**src/rtl/shift_normalizer_pkg.sv**
```systemverilog
// Shared datapath package: normalizer widths, FSM state encoding and the shift-op codes
// also used by the combinational shifter.
package shift_pkg;

    localparam int SN_WIDTH = 16;
    localparam int SN_CNT_W = 4;

    typedef enum logic [1:0] {
        IDLE = 2'd0,
        RUN  = 2'd1,
        DONE = 2'd2
    } state_t;

    localparam logic [1:0] SHOP_SLL = 2'd0;
    localparam logic [1:0] SHOP_SRL = 2'd1;
    localparam logic [1:0] SHOP_SRA = 2'd2;

endpackage

```
**src/rtl/shift_normalizer_if.sv**
```systemverilog
// Start/done handshake bundle for the normalizer; master drives requests, slave is the block.
interface shift_normalizer_if #(
    parameter int WIDTH = shift_pkg::SN_WIDTH,
    parameter int CNT_W = shift_pkg::SN_CNT_W
);
    logic             start_valid;
    logic             start_ready;
    logic [WIDTH-1:0] opA;
    logic             signedMode;
    logic             done_valid;
    logic             done_ready;
    logic [WIDTH-1:0] normOut;
    logic [CNT_W-1:0] shiftCnt;
    logic             zeroFlag;

    modport master (
        output start_valid, opA, signedMode, done_ready,
        input  start_ready, done_valid, normOut, shiftCnt, zeroFlag
    );

    modport slave (
        input  start_valid, opA, signedMode, done_ready,
        output start_ready, done_valid, normOut, shiftCnt, zeroFlag
    );
endinterface

```
**src/rtl/shift_normalizer_norm_detect.sv**
```systemverilog
// Combinational stop test for the normalizer. Signed compare exists only with SIGNED_NORM_EN.
module norm_detect
    import shift_pkg::*;
#(
    parameter int WIDTH = SN_WIDTH
) (
    input  logic [WIDTH-1:0] i_work,
    input  logic             i_signed,
    output logic             o_is_norm,
    output logic             o_is_zero
);

    assign o_is_zero = (i_work == '0);

`ifdef SIGNED_NORM_EN
    // Signed operands are normalized once the sign bit differs from the next bit.
    assign o_is_norm = i_signed ? (i_work[WIDTH-1] ^ i_work[WIDTH-2]) : i_work[WIDTH-1];
`else
    logic w_unused_signed;
    assign w_unused_signed = i_signed;
    assign o_is_norm       = i_work[WIDTH-1];
`endif

endmodule

```
**src/rtl/shift_normalizer.sv**
```systemverilog
// Iterative left-normalizer: one shift per cycle until normalized or saturated.
// Optional signed normalization via SIGNED_NORM_EN.
module shift_normalizer
    import shift_pkg::*;
#(
    parameter int WIDTH = SN_WIDTH,
    parameter int CNT_W = SN_CNT_W
) (
    input  logic               clk,
    input  logic               reset,
    shift_normalizer_if.slave  bus
);

    state_t           r_state;
    state_t           w_next;
    logic [WIDTH-1:0] r_work;
    logic [CNT_W-1:0] r_count;
    logic [WIDTH-1:0] r_norm;
    logic [CNT_W-1:0] r_cnt;
    logic             r_zero;
    logic             w_mode;
    logic             w_is_norm;
    logic             w_is_zero;
    logic             w_sat;

`ifdef SIGNED_NORM_EN
    logic r_signed;

    always_ff @(posedge clk) begin
        if (reset) begin
            r_signed <= 1'b0;
        end else if (r_state == IDLE && bus.start_valid) begin
            r_signed <= bus.signedMode;
        end
    end

    assign w_mode = r_signed;
`else
    logic w_unused_mode;
    assign w_unused_mode = bus.signedMode;
    assign w_mode        = 1'b0;
`endif

    norm_detect #(.WIDTH(WIDTH)) u_detect (
        .i_work    (r_work),
        .i_signed  (w_mode),
        .o_is_norm (w_is_norm),
        .o_is_zero (w_is_zero)
    );

    assign w_sat = (r_count == CNT_W'(WIDTH - 1));

    always_comb begin
        w_next = r_state;
        case (r_state)
            IDLE:    if (bus.start_valid) w_next = RUN;
            RUN:     if (w_is_zero || w_is_norm || w_sat) w_next = DONE;
            DONE:    if (bus.done_ready) w_next = IDLE;
            default: w_next = IDLE;
        endcase
    end

    always_ff @(posedge clk) begin
        if (reset) begin
            r_state <= IDLE;
        end else begin
            r_state <= w_next;
        end
    end

    always_ff @(posedge clk) begin
        if (reset) begin
            r_work  <= '0;
            r_count <= '0;
            r_norm  <= '0;
            r_cnt   <= '0;
            r_zero  <= 1'b0;
        end else begin
            case (r_state)
                IDLE: begin
                    if (bus.start_valid) begin
                        r_work  <= bus.opA;
                        r_count <= '0;
                    end
                end
                RUN: begin
                    // Stop test precedes the shift, so the result is the pre-shift work value.
                    if (w_is_zero) begin
                        r_norm <= '0;
                        r_cnt  <= '0;
                        r_zero <= 1'b1;
                    end else if (w_is_norm || w_sat) begin
                        r_norm <= r_work;
                        r_cnt  <= r_count;
                        r_zero <= 1'b0;
                    end else begin
                        r_work  <= {r_work[WIDTH-2:0], 1'b0};
                        r_count <= r_count + CNT_W'(1);
                    end
                end
                default: ;
            endcase
        end
    end

    assign bus.start_ready = (r_state == IDLE);
    assign bus.done_valid  = (r_state == DONE);
    assign bus.normOut     = r_norm;
    assign bus.shiftCnt    = r_cnt;
    assign bus.zeroFlag    = r_zero;

endmodule

```
**src/flat_wrapper.sv**
```systemverilog
// flat-port wrapper written by rule: the top's interface ports become plain ports
module shift_normalizer_flat import shift_pkg::*;
#(
    parameter int WIDTH = SN_WIDTH,
    parameter int CNT_W = SN_CNT_W
)
  (clk, reset, bus_start_valid, bus_opA, bus_signedMode, bus_done_ready, bus_start_ready, bus_done_valid, bus_normOut, bus_shiftCnt, bus_zeroFlag);
  shift_normalizer_if #(.WIDTH(WIDTH), .CNT_W(CNT_W)) bus_i ();
  input  logic clk;
  input  logic reset;
  input wire logic [$bits(bus_i.start_valid)-1:0] bus_start_valid;
  input wire logic [$bits(bus_i.opA)-1:0] bus_opA;
  input wire logic [$bits(bus_i.signedMode)-1:0] bus_signedMode;
  input wire logic [$bits(bus_i.done_ready)-1:0] bus_done_ready;
  output wire logic [$bits(bus_i.start_ready)-1:0] bus_start_ready;
  output wire logic [$bits(bus_i.done_valid)-1:0] bus_done_valid;
  output wire logic [$bits(bus_i.normOut)-1:0] bus_normOut;
  output wire logic [$bits(bus_i.shiftCnt)-1:0] bus_shiftCnt;
  output wire logic [$bits(bus_i.zeroFlag)-1:0] bus_zeroFlag;
  assign bus_i.start_valid = bus_start_valid;
  assign bus_i.opA = bus_opA;
  assign bus_i.signedMode = bus_signedMode;
  assign bus_i.done_ready = bus_done_ready;
  assign bus_start_ready = bus_i.start_ready;
  assign bus_done_valid = bus_i.done_valid;
  assign bus_normOut = bus_i.normOut;
  assign bus_shiftCnt = bus_i.shiftCnt;
  assign bus_zeroFlag = bus_i.zeroFlag;
  shift_normalizer #(.WIDTH(WIDTH), .CNT_W(CNT_W)) u_core (.clk(clk), .reset(reset), .bus(bus_i));
endmodule
```
**config.mk**
```make
export PLATFORM = sky130hd
export DESIGN_NAME = shift_normalizer_flat
export DESIGN_NICKNAME = d
export VERILOG_FILES = /design/src/rtl/shift_normalizer_pkg.sv /design/src/rtl/shift_normalizer_if.sv /design/src/rtl/shift_normalizer_norm_detect.sv /design/src/rtl/shift_normalizer.sv /design/src/flat_wrapper.sv
export SDC_FILE = /design/constraint.sdc
export NUM_CORES = 1
export LEC_CHECK = 0
export ABC_AREA = 1
export BUFFER_PORTS_ARGS = -buffer_cell sky130_fd_sc_hd__buf_2
export CORE_MARGIN = 2
export CORE_UTILIZATION = 30
export CTS_BUF_LIST = sky130_fd_sc_hd__clkbuf_2
export CTS_CLUSTER_DIAMETER = 100
export CTS_CLUSTER_SIZE = 24
export DETAILED_ROUTE_END_ITERATION = 10
export SLEW_MARGIN = 40
export SYNTH_ARGS = -nofsm -noshare
export SYNTH_HDL_FRONTEND = slang
export SYNTH_HIERARCHICAL = 1
export SYNTH_SLANG_ARGS = --single-unit
```
**constraint.sdc**
```tcl
create_clock -name clk -period 2.1 [get_ports clk]
set_input_delay 0.21 -clock clk [delete_from_list [all_inputs] [get_ports clk]]
set_output_delay 0.21 -clock clk [all_outputs]
set_load 0.05 [all_outputs]
```
==> impl_metrics.csv <==
group,metric,value,unit
run_status,status,"completed",
clocking,root_buffer,"clkbuf_2",
cells_and_area,n_antenna_cell,0,
critical_path,cp_slowest_cell,"dfxtp_1",
critical_path,start_kind,"flip-flop",
clocking,cts.path.max_buffers,2,
critical_path,path_cells,"nor2_1 -> and2_1 -> nand2_1 -> nor2_1 -> nor2_1 -> nand2_1 -> nand2_2 -> nand2_2 -> buf_12 -> nand2_1 -> nand2_1 -> nor2_1",
sta,slew_violations,0,
place,io_buffer_count,42,
detailed_routing,routed_wirelength,4840,µm
grt,grtUsageTotal,13.6,%
pwr,finalPower,2.14,mW
critical_path,critPathMaxStageDelay,370,ps
clocking,cts_tree,"done",
floorplan,die-area,7400,µm²
synthesis,syn-cell-area,2020,µm²
flow_run,drv_cap,0,
sta,fin_crit,1760,ps
critical_path,reg2reg_depth,12,
hold_path,holdPathStages,4,
clocking,clk_pin_slew,220,ps
floorplan,die_width,86.0,µm
pwr,p_leak,1.16,nW
sta,fmax,569,MHz
detailed_routing,vias,1943,
cells_and_area,nNetsFinal,371,
grt,antenna_found_initial,0,
cells_and_area,final_common_cell,"nand2_1",
cells_and_area,area_growth,18.3,%
clocking,clock_latency,400,ps
floorplan,die_h,86.0,µm
critical_path,worstPathRequired,2420,ps
critical_path,worst-setup-path-type,"flip-flop to flip-flop",
clocking,clock_sinks,43,
critical_path,end_kind,"flip-flop",
clocking,cts-buffers-inserted,5,
floorplan,ios,44,
grt,grt_start_max_net_pins,35,
clocking,cts-resized-gates,0,
sta,rsz0062_at_grt,"false",
grt,met3_usage,3.08,%
synthesis,yosys_warnings,6,
detailed_routing,drt-initial-drc-count,94,
grt,busiest_layer,"met2",
grt,overflow,0,
sta,setup_tns,0,ps
pwr,peakVddDrop,271,µV
detailed_routing,ant_nets,0,
clocking,post_cts.repair.setup_buffers,0,
floorplan,start_util,31.4,%
grt,use_met1,17.6,%
hold_path,worstHoldPathType,"input pin to flip-flop",
grt,grt_pass1_vias,1816,
floorplan,num_rows,29,
synthesis,synth_area_per_cell,6.47,µm²
sta,setup_violations,0,
sta,finalHoldViolCount,0,
detailed_routing,drc_errors,0,
synthesis,synthesis.nets,334,
critical_path,crit_arrival,2070,ps
cells_and_area,layout-drive-gt1-share,18.0,%
detailed_routing,wl_per_cell,11.3,µm
sta,slew_headroom,61.0,%
detailed_routing,drtPass1Iterations,4,
grt,grt_pass1_wl,8090,µm
critical_path,reg2reg_slack,340,ps
sta,fin_crit_sh,83.7,%
sta,finClkSkew,15.4,ps
hold_path,hold_start,"bus_done_ready",
detailed_routing,vias_per_cell,4.55,
critical_path,r2r-end,"u_core/r_work[11]$_SDFFE_PP0P_",
clocking,h-tree-depth,2,
cells_and_area,final_cell_mix,"nand2_1, nor2_1, dfxtp_1, buf_2, inv_1",
clocking,ctsHoldBuffers,0,
critical_path,worstPathMaxFanout,34,
place,gp_congestion,0.781,
grt,grtUsageMet2,21.7,%
floorplan,coreArea,6420,µm²
critical_path,r2r_start,"u_core/r_work[3]$_SDFFE_PP0P_",
synthesis,synthCells,312,
hold_path,min_to,"u_core/r_state[1]$_SDFFE_PP0P_",
pwr,cellPowerDensity,896,nW/µm²
place,hpwlAfterDp,3350,µm
sta,worst_pin_slew,582,ps
-- through the flow --
step	instance area [µm²]	cells	util [%]	hold slack (ps)	setup slack [ps]
2_1_floorplan	2020	312	-	378	472
3_3_place_gp	2300	419	35.8	453	379
3_5_place_dp	2300	419	35.8	456	372
4_1_cts	2390	427	37.2	17.3	318
5_1_grt	2390	427	37.2	14.7	128
6_report	2390	427	37.2	39.5	343
-- registers in the layout, indices dropped and copies added (netlist names) --
| register | flops |
|---|---|
| u_core/bus.normOut | 16 |
| u_core/r_work | 16 |
| u_core/r_count | 4 |
| u_core/bus.shiftCnt | 4 |
| u_core/bus.zeroFlag | 1 |
| u_core/r_state | 2 |
-- layer usage --
| metal | vias to the layer above | wire (µm) |
|---|---|---|
| li1 | 1050 | - |
| met1 | 839 | 2360 |
| met2 | 45 | 2150 |
| met3 | 9 | 219 |
| met4 | 0 | 110 |
| met5 | - | 0 |
-- area by class of cell --
cell class / count / area, µm²
Fill cell: 689 / 4030
Clock buffer: 6 / 30.0
Sequential cell: 43 / 861
Multi-Input combinational cell: 214 / 932
Tap cell: 77 / 96.3
Timing Repair Buffer: 49 / 275
Inverter: 36 / 135
Clock inverter: 2 / 60.1
-- power breakdown --
group          internal, mW  leakage, nW  switching (mW)  total [mW]
clock network         0.326       0.0532           0.272       0.598
registers             0.898        0.351          0.0692       0.967
logic                 0.188        0.752           0.390       0.577
-- critical path: cells and delay by family, from the launching register on --
family	cells	cell delay [ps]
simple gates	11	1100
buf+inv	1	180
flops	1	370
-- worst max-delay path by stage --
stage                                         from                              to  cells after the start
floorplan           u_core/r_state[1]$_SDFFE_PP0P_  u_core/r_count[3]$_SDFFE_PP0P_                      7
global placement     u_core/r_work[0]$_SDFFE_PP0P_   u_core/r_work[8]$_SDFFE_PP0P_                     13
detailed placement   u_core/r_work[3]$_SDFFE_PP0P_  u_core/r_work[12]$_SDFFE_PP0P_                     12
CTS                 u_core/r_work[15]$_SDFFE_PP0P_  u_core/r_work[11]$_SDFFE_PP0P_                     12
global route         u_core/r_work[3]$_SDFFE_PP0P_   u_core/r_work[5]$_SDFFE_PP0P_                     12
finish               u_core/r_work[3]$_SDFFE_PP0P_  u_core/r_work[11]$_SDFFE_PP0P_                     12
Power figures use the tool's default switching activity.
